===== src/rtl/sdram_port_arbiter.sv =====
// sdram_port_arbiter: shares one SDRAM command port between the ROM download
// path and the Z80 bus. Download bytes go through a 2-entry FIFO. Each grant
// holds the strobes for a fixed slot and then completes in a one-cycle DONE.
module sdram_port_arbiter #(
  parameter int          SLOT_CYCLES = 4,
  parameter logic [24:0] DL_BASE     = 25'h000C000
) (
  input  logic        clk,
  input  logic        reset,
  input  logic        dl_active,
  input  logic        dl_wr,
  input  logic [13:0] dl_addr,
  input  logic [7:0]  dl_data,
  output logic        dl_overrun,
  output logic        rom_loaded,
  input  logic        cpu_req,
  input  logic        cpu_we,
  input  logic [15:0] cpu_addr,
  input  logic [7:0]  cpu_wdata,
  output logic        cpu_ack,
  output logic [7:0]  cpu_rdata,
  output logic [24:0] mem_addr,
  output logic [7:0]  mem_din,
  output logic        mem_we,
  output logic        mem_oe,
  input  logic [7:0]  mem_dout,
  output logic        busy
);

  typedef enum logic [1:0] {IDLE, ACCESS, DONE} state_t;

  localparam logic [3:0] LAST_SLOT = 4'(SLOT_CYCLES - 1);

  state_t      state_reg, state_next;
  logic        grant_dl_reg, grant_dl_next;
  logic [3:0]  slot_reg, slot_next;

  logic [24:0] mem_addr_reg, mem_addr_next;
  logic [7:0]  mem_din_reg, mem_din_next;
  logic        mem_we_reg, mem_we_next;
  logic        mem_oe_reg, mem_oe_next;
  logic        cpu_ack_reg, cpu_ack_next;
  logic [7:0]  cpu_rdata_reg, cpu_rdata_next;
  logic        busy_reg, busy_next;

  // Download FIFO: two entries, pointer-addressed storage.
  logic [13:0] fifo_addr [2];
  logic [7:0]  fifo_data [2];
  logic        wr_ptr_reg, rd_ptr_reg;
  logic [1:0]  count_reg;
  logic        fifo_pop, fifo_accept;
  logic [13:0] head_addr;
  logic [7:0]  head_data;

  // Status flags
  logic        dl_active_q_reg;
  logic        seen_write_reg;
  logic        dl_overrun_reg;
  logic        rom_loaded_reg;
  logic        dl_rise;

  assign fifo_pop    = (state_reg == DONE) && grant_dl_reg;
  // A full FIFO still accepts when the head leaves in the same cycle.
  assign fifo_accept = dl_wr && ((count_reg != 2'd2) || fifo_pop);
  assign head_addr   = fifo_addr[rd_ptr_reg];
  assign head_data   = fifo_data[rd_ptr_reg];
  assign dl_rise     = dl_active && !dl_active_q_reg;

  // FIFO payload storage; contents need no reset since count guards them.
  always_ff @(posedge clk) begin
    if (fifo_accept) begin
      fifo_addr[wr_ptr_reg] <= dl_addr;
      fifo_data[wr_ptr_reg] <= dl_data;
    end
  end

  // FIFO pointers and occupancy.
  always_ff @(posedge clk or posedge reset) begin
    if (reset) begin
      wr_ptr_reg <= 1'b0;
      rd_ptr_reg <= 1'b0;
      count_reg  <= 2'd0;
    end else begin
      if (fifo_accept) wr_ptr_reg <= ~wr_ptr_reg;
      if (fifo_pop)    rd_ptr_reg <= ~rd_ptr_reg;
      case ({fifo_accept, fifo_pop})
        2'b10:   count_reg <= count_reg + 2'd1;
        2'b01:   count_reg <= count_reg - 2'd1;
        default: count_reg <= count_reg;
      endcase
    end
  end

  // Arbiter state and registered memory/CPU outputs.
  always_ff @(posedge clk or posedge reset) begin
    if (reset) begin
      state_reg     <= IDLE;
      grant_dl_reg  <= 1'b0;
      slot_reg      <= 4'd0;
      mem_addr_reg  <= 25'd0;
      mem_din_reg   <= 8'd0;
      mem_we_reg    <= 1'b0;
      mem_oe_reg    <= 1'b0;
      cpu_ack_reg   <= 1'b0;
      cpu_rdata_reg <= 8'd0;
      busy_reg      <= 1'b0;
    end else begin
      state_reg     <= state_next;
      grant_dl_reg  <= grant_dl_next;
      slot_reg      <= slot_next;
      mem_addr_reg  <= mem_addr_next;
      mem_din_reg   <= mem_din_next;
      mem_we_reg    <= mem_we_next;
      mem_oe_reg    <= mem_oe_next;
      cpu_ack_reg   <= cpu_ack_next;
      cpu_rdata_reg <= cpu_rdata_next;
      busy_reg      <= busy_next;
    end
  end

  // Next-state and output logic: download first, CPU only when no download.
  always_comb begin
    state_next     = state_reg;
    grant_dl_next  = grant_dl_reg;
    slot_next      = slot_reg;
    mem_addr_next  = mem_addr_reg;
    mem_din_next   = mem_din_reg;
    mem_we_next    = mem_we_reg;
    mem_oe_next    = mem_oe_reg;
    cpu_ack_next   = 1'b0;
    cpu_rdata_next = cpu_rdata_reg;
    case (state_reg)
      IDLE: begin
        if (count_reg != 2'd0) begin
          state_next    = ACCESS;
          grant_dl_next = 1'b1;
          slot_next     = 4'd0;
          mem_addr_next = DL_BASE | {11'd0, head_addr};
          mem_din_next  = head_data;
          mem_we_next   = 1'b1;
          mem_oe_next   = 1'b0;
        end else if (cpu_req && !dl_active) begin
          state_next    = ACCESS;
          grant_dl_next = 1'b0;
          slot_next     = 4'd0;
          mem_addr_next = {9'd0, cpu_addr};
          mem_din_next  = cpu_wdata;
          mem_we_next   = cpu_we;
          mem_oe_next   = !cpu_we;
        end
      end
      ACCESS: begin
        if (slot_reg == LAST_SLOT) begin
          state_next  = DONE;
          mem_we_next = 1'b0;
          mem_oe_next = 1'b0;
          if (!grant_dl_reg) begin
            cpu_ack_next = 1'b1;
            if (mem_oe_reg) cpu_rdata_next = mem_dout;
          end
        end else begin
          slot_next = slot_reg + 4'd1;
        end
      end
      DONE: begin
        state_next = IDLE;
      end
      default: begin
        state_next  = IDLE;
        mem_we_next = 1'b0;
        mem_oe_next = 1'b0;
      end
    endcase
    busy_next = (state_next != IDLE);
  end

  // Download bookkeeping: overrun, seen-write and the sticky loaded flag.
  always_ff @(posedge clk or posedge reset) begin
    if (reset) begin
      dl_active_q_reg <= 1'b0;
      seen_write_reg  <= 1'b0;
      dl_overrun_reg  <= 1'b0;
      rom_loaded_reg  <= 1'b0;
    end else begin
      dl_active_q_reg <= dl_active;
      if (dl_wr)        seen_write_reg <= 1'b1;
      else if (dl_rise) seen_write_reg <= 1'b0;
      if (dl_wr && !fifo_accept) dl_overrun_reg <= 1'b1;
      else if (dl_rise)          dl_overrun_reg <= 1'b0;
      if (dl_rise)
        rom_loaded_reg <= 1'b0;
      else if (!dl_active && (count_reg == 2'd0) && (state_reg == IDLE) && seen_write_reg)
        rom_loaded_reg <= 1'b1;
    end
  end

  assign mem_addr   = mem_addr_reg;
  assign mem_din    = mem_din_reg;
  assign mem_we     = mem_we_reg;
  assign mem_oe     = mem_oe_reg;
  assign cpu_ack    = cpu_ack_reg;
  assign cpu_rdata  = cpu_rdata_reg;
  assign busy       = busy_reg;
  assign dl_overrun = dl_overrun_reg;
  assign rom_loaded = rom_loaded_reg;

endmodule


===== config.mk =====
export PLATFORM = sky130hd
export DESIGN_NAME = sdram_port_arbiter
export DESIGN_NICKNAME = d
export VERILOG_FILES = /design/src/rtl/sdram_port_arbiter.sv
export SDC_FILE = /design/constraint.sdc
export NUM_CORES = 1
export LEC_CHECK = 0
export BUFFER_PORTS_ARGS = -buffer_cell sky130_fd_sc_hd__buf_2
export CORE_AREA = 2 2 109 111
export DETAILED_ROUTE_END_ITERATION = 6
export DIE_AREA = 0 0 111 113
export REMOVE_ABC_BUFFERS = 1
export SLEW_MARGIN = 20
export SYNTH_ARGS = -nofsm -noshare
export SYNTH_HDL_FRONTEND = slang
export SYNTH_SLANG_ARGS = --single-unit

===== constraint.sdc =====
create_clock -name clk -period 2.7 [get_ports clk]
set_input_delay 0.405 -clock clk [delete_from_list [all_inputs] [get_ports clk]]
set_output_delay 0.405 -clock clk [all_outputs]
set_load 0.01 [all_outputs]

# Yosys cells after proc, flatten, opt, wreduce, memory -nomap -nowiden
# Memory sizes are Yosys's and may differ from the RTL's.
# Index checks and enable logic that the tools add are counted.
op_classes:
  n_addsub: 3
  n_eq_ne: 9
  n_mux: 32
  bitwise: 4
  reduce_logical: 27
op_table:
  columns: ["op", "n"]
  rows:
  - ["$mux W25", 2]
  - ["$mux W1", 17]
  - ["$mux W8", 2]
  - ["$reduce_bool A2 Y1", 8]
  - ["$mux W4", 3]
  - ["$logic_and A1 B1 Y1", 8]
  - ["$pmux W2 S2", 2]
  - ["$pmux W4 S2", 1]
  - ["$mux W2", 3]
  - ["$ne A2 B2 Y1 const B", 3]
  - ["$pmux W1 S3", 2]
  - ["$reduce_and A3 Y1", 2]
  - ["$add A4 B1 Y4 const B", 1]
  - ["$eq A2 B1 Y1 const B", 2]
  - ["$eq A2 B2 Y1 const B", 2]
  - ["$eq A4 B2 Y1 const B", 1]
  - ["$logic_not A1 Y1", 4]
  - ["$logic_not A2 Y1", 2]
  - ["$not A1 Y1", 4]
  - ["$reduce_and A4 Y1", 1]
  - ["$ne A3 B3 Y1 const B", 1]
  - ["$add A2 B1 Y2 const B", 1]
  - ["$reduce_and A2 Y1", 1]
  - ["$sub A2 B1 Y2 const B", 1]
  - ["$logic_or A1 B1 Y1", 1]
word_totals:
  reg_bits: 60
  ramBits: 44
  inputBits: 60
  out_inout_bits: 47
  elab_cells: 94
  memories: 2
mem_list:
  columns: ["name", "words", "word_bits", "read_ports", "rd_clocked_by_memory_dff", "wr", "line", "rtl"]
  rows:
  - ["fifo_addr", 2, 14, 1, 0, 1, "47", "logic [13:0] fifo_addr [2];"]
  - ["fifo_data", 2, 8, 1, 0, 1, "48", "logic [7:0] fifo_data [2];"]

# Depth between registers and ports, before layout
depth:
  word_depth: 7
  depth_mapped: 7
  mapped_depth_nobuf: 6

# Worst setup path before layout
# No wires, ideal clock.
synth_path:
  kind: "flip-flop to flip-flop"
  start: "register state_reg[0]"
  end: "memory fifo_addr[1][0] (enable)"
  setup_ps: 401
  arrival_time_ps: 1854
  t_required_ps: 2299
  setup_slack_ps: 445
  path_stages_with_launch: 5
  path_buffers: 1
  synth_period_minus_slack_ps: 2255
  path_cell_list: "dfrtp_1 > and3b_1 > clkbuf_1 > o21ai_2 > nor2_1"
synth_between:
  elab_chain_len: 6
synth_rtl:
  columns: ["element", "line", "rtl"]
  rows:
  - ["start: declaration", "34", "state_t state_reg, state_next;"]
  - ["start signal: assignment", "108", "state_reg <= state_next;"]
  - ["$eq A2 B2 Y1", "62", "assign fifo_pop = (state_reg == DONE) && grant_dl_reg;"]
  - ["$logic_and A1 B1 Y1", "62", null]
  - ["net fifo_pop", "51", "logic fifo_pop, fifo_accept;"]
  - ["$logic_or A1 B1 Y1", "64", "assign fifo_accept = dl_wr && ((count_reg != 2'd2) || fifo_pop);"]
  - ["$logic_and A1 B1 Y1", "64", null]
  - ["$mux W1", "71", "if (fifo_accept) begin"]
  - ["$mux W1 (implied by the code)", "72", "fifo_addr[wr_ptr_reg] <= dl_addr;"]
  - ["end: declaration", "47", null]
# The timed path passes the listed nets, and every way through them passes these cells.

# Worst setup path after layout
layout_path:
  start: "register state_reg[0]"
  end: "register mem_din_reg[2], in the netlist mem_din[2]"
layout_between:
  elab_chain_len: 2
layout_rtl:
  columns: ["element", "line", "rtl"]
  rows:
  - ["$logic_not A2 Y1", "132", "case (state_reg)"]
  - ["$reduce_and A2 Y1 (no line)", null, null]
  - ["end signal: assignment", "112", "mem_din_reg <= mem_din_next;"]
  - ["end: declaration", "39", "logic [7:0] mem_din_reg, mem_din_next;"]
# Every way passes these cells.
# A chain may end at the register's enable or synchronous reset.

==> run summary <==
largest area contributor in the netlist - edfxtp_1
setup tns final - 0 ns
vias in the first global route - 2,515
CTS sink count - 95
Final Hold Fails - 0
DRT iter0 DRCs - 91
HP Start - dl_active
GRT Total Usage - 13.56%
Max-Cap Viols - 0
Clock transition at path regs - 0.07 ns
Min Hold Slack - 0.2144 ns
nets@finish - 423
Core Box Area - 0.01127 sq mm
Async S/R FF share, synth - 53.68%
status - finished clean
DRT Pass-1 Iters - 4
worst path arrival time - 2.40 ns
CP endpoint kind - flip-flop
CTS Buf Count - 9
critical path's largest stage delay - 0.86 ns
area grow syn2layout - 23.28%
Ys Warns - 0
postcts setup bufs - 0
dpl hpwl - 5.606 mm
worst setup path class - reg2reg
unrepaired setup endpoints after global routing - false
Die Width - 111 microns
Post-synth EDFFs - 44
placer congestion estimate - 0.7473
max reg flops - 28
Initial Util - 34.43%
largest net degree at the start of global routing - 41
Root Driver - clkbuf_16
Leakage - 2.073 nW
Syn Area/Cell - 14.76 sq um
Final Cycle Share - 78.34%
filler cell count in the final layout - 1,053
hold_buf cts - 0
DR DRC count - 0
post-detailed-route wirelength per cell - 16.24 microns
Synth cell types - 40
Worst Reg-to-Reg Cells - 3
DIE HEIGHT - 113 microns
vias per cell - 4.864
fin cells - 509
mapped cell area - 0.003881 sq mm
I/O Buffers - 97
DIE AREA - 0.01254 sq mm
CP delay by family, top - simple AND/OR/NAND/NOR gates
CTS tree - yes
#FFs+latches synth - 95
dpl cells - 493
Critical R2R Launch - state_reg[0]
ys flop type - dfrtp_1
worst-case clock skew - 0.006084 ns
antenna violations before repair - 1
required time of the critical path - 2.98 ns
Seq/Total Area, Yosys - 66.92%
final setup vio count - 0
min-delay worst type - in2reg
f_max - 472.8 MHz
startpoint types - flip-flop
worst path cell trace - or2_1, nor3_4, a221o_1
first-pass GRT wire length - 13.23 mm
Routed WL - 8.268 mm
top cells by area, synth - edfxtp_1 (34%), dfrtp_1 (33%), a221o_1 (5.7%)
Power Dens Cells - 1119 mW/mm^2
H-tree depth - 3
deepest clock path buffer count - 2
top-level I/O count - 107
Slew @ Worst Pin - 0.9287 ns
post_cts resized - 0
maximum vdd drop - 617.2 uV
post-synth top area share - 34.04%
Cells after Synth - 263
Worst path slowest cell - nor3_4
DR vias - 2,476
antenna viol nets, final - 0
Crit Path Max Fanout - 22
Rel. slew slack - 37.89%
hold depth - 1
n_diodes - 0
Crit path buffers/inverters - 0
grt ovf - 0
Worst R2R Setup Slack - 0.58 ns
count of pins over their slew limit - 0
layout cells sized above 1 - 37.70%
FP Rows - 39
CP Depth - 3
minimum clock period after layout - 2.115 ns
Worst-Skew Late Latency - 0.34 ns
crit path launch - state_reg[0]
kinds of logic (layout without fill, tap and decap cells):
group	Yosys count	after routing	synth area share (%)
other cells	1	9	0.09662
simple gates	55	55	8.575
compound gates	43	43	9.284
flops	95	95	66.92
fa+ha+maj	2	2	0.6446
xor+xnor	5	5	1.129
mux	30	30	7.995
buf+inv	32	127	5.351
through the flow:
step / power, W / utilization [%] / setup slack [ns] / cell area, sq um
CTS: 0.005431 / 42.45 / 0.5421 / 4785
floorplan: 0.003365 / - / 0.5349 / 3730
detailed placement: 0.004076 / 39.60 / 0.5453 / 4464
finish: 0.005353 / 42.45 / 0.5848 / 4785
global route: 0.005691 / 42.45 / 0.4419 / 4785
global placement: 0.004042 / 39.60 / 0.6176 / 4464
Yosys cell counts, types with 2 or more instances:
cell type and count:
nand2_1 3, a31oi_1 2, buf_4 9, clkbuf_1 3
nand2b_1 3, ha_1 2, mux2i_1 22, dfrtp_1 51
a21oi_1 5, o21ai_0 4, nor2_1 6, nand3_1 3
edfxtp_1 44, a221o_1 22, xnor2_1 3, a31o_1 3
buf_2 7, inv_1 7, or2_1 2, xor2_1 2
nor3_1 25, a22o_1 2, nor4_1 3, buf_6 6
a21o_1 2, mux2_2 8
layout make-up:
class,instances,area [sq um],share of cell area [%]
multi-input combinational,144,1111,23.22
tap,143,178.9,3.740
inverter,7,26.28,0.5492
timing repair buffer,104,550.5,11.51
clock inverter,7,95.09,1.987
sequential,95,2597,54.29
clock buffer,9,225.2,4.707
report_power, final:
group / internal (W) / total, W / switching [W]
Sequential: 0.00200 / 0.00225 / 0.000249
Combinational: 0.000783 / 0.00177 / 0.000987
Clock: 0.000747 / 0.00133 / 0.000587
worst register-to-register path, delay by kind of cell (launching register included):
family | cells | cell delay, ns
AOI/OAI and AO/OA | 1 | 0.29
DFF | 1 | 0.45
and+or+nand+nor | 2 | 1.33
layer usage:
metal	GRT usage, %	routed length, microns	up-vias
met4	2.750	40	0
met1	18.27	3884	1203
li1	-	-	1174
met5	0	0	-
met2	21.60	3774	94
met3	4.606	567	5
cells in the final DEF (no fill, tap or decap), types with 2 or more instances in the layout:
cell | Yosys | final
nor3_1 | 25 | 25
edfxtp_1 | 44 | 44
inv_8 | 0 | 2
a21o_1 | 2 | 2
nor4_1 | 3 | 3
clkbuf_16 | 0 | 9
a31oi_1 | 2 | 2
xor2_1 | 2 | 2
nand3_1 | 3 | 3
a31o_1 | 3 | 3
mux2_2 | 8 | 8
xnor2_1 | 3 | 3
nor2_1 | 6 | 4
nor2_2 | 0 | 2
buf_4 | 9 | 6
dfrtp_1 | 51 | 51
inv_6 | 0 | 2
nand2b_1 | 3 | 3
inv_1 | 7 | 6
buf_2 | 7 | 97
mux2i_1 | 22 | 22
or2_1 | 2 | 2
a221o_1 | 22 | 22
nand2_1 | 3 | 3
conb_1 | 1 | 9
o21ai_0 | 4 | 4
ha_1 | 2 | 2
a21oi_1 | 5 | 5
a22o_1 | 2 | 2
worst paths after layout:
kind,to
worst min-delay path,dl_active_q_reg
min in group asynchronous,cpu_rdata[0]
worst max register to register,mem_din[2]
worst min register to register,seen_write_reg
max in group asynchronous,mem_din[6]
worst max-delay path,mem_din[2]
(Power assumes the default switching activity.)
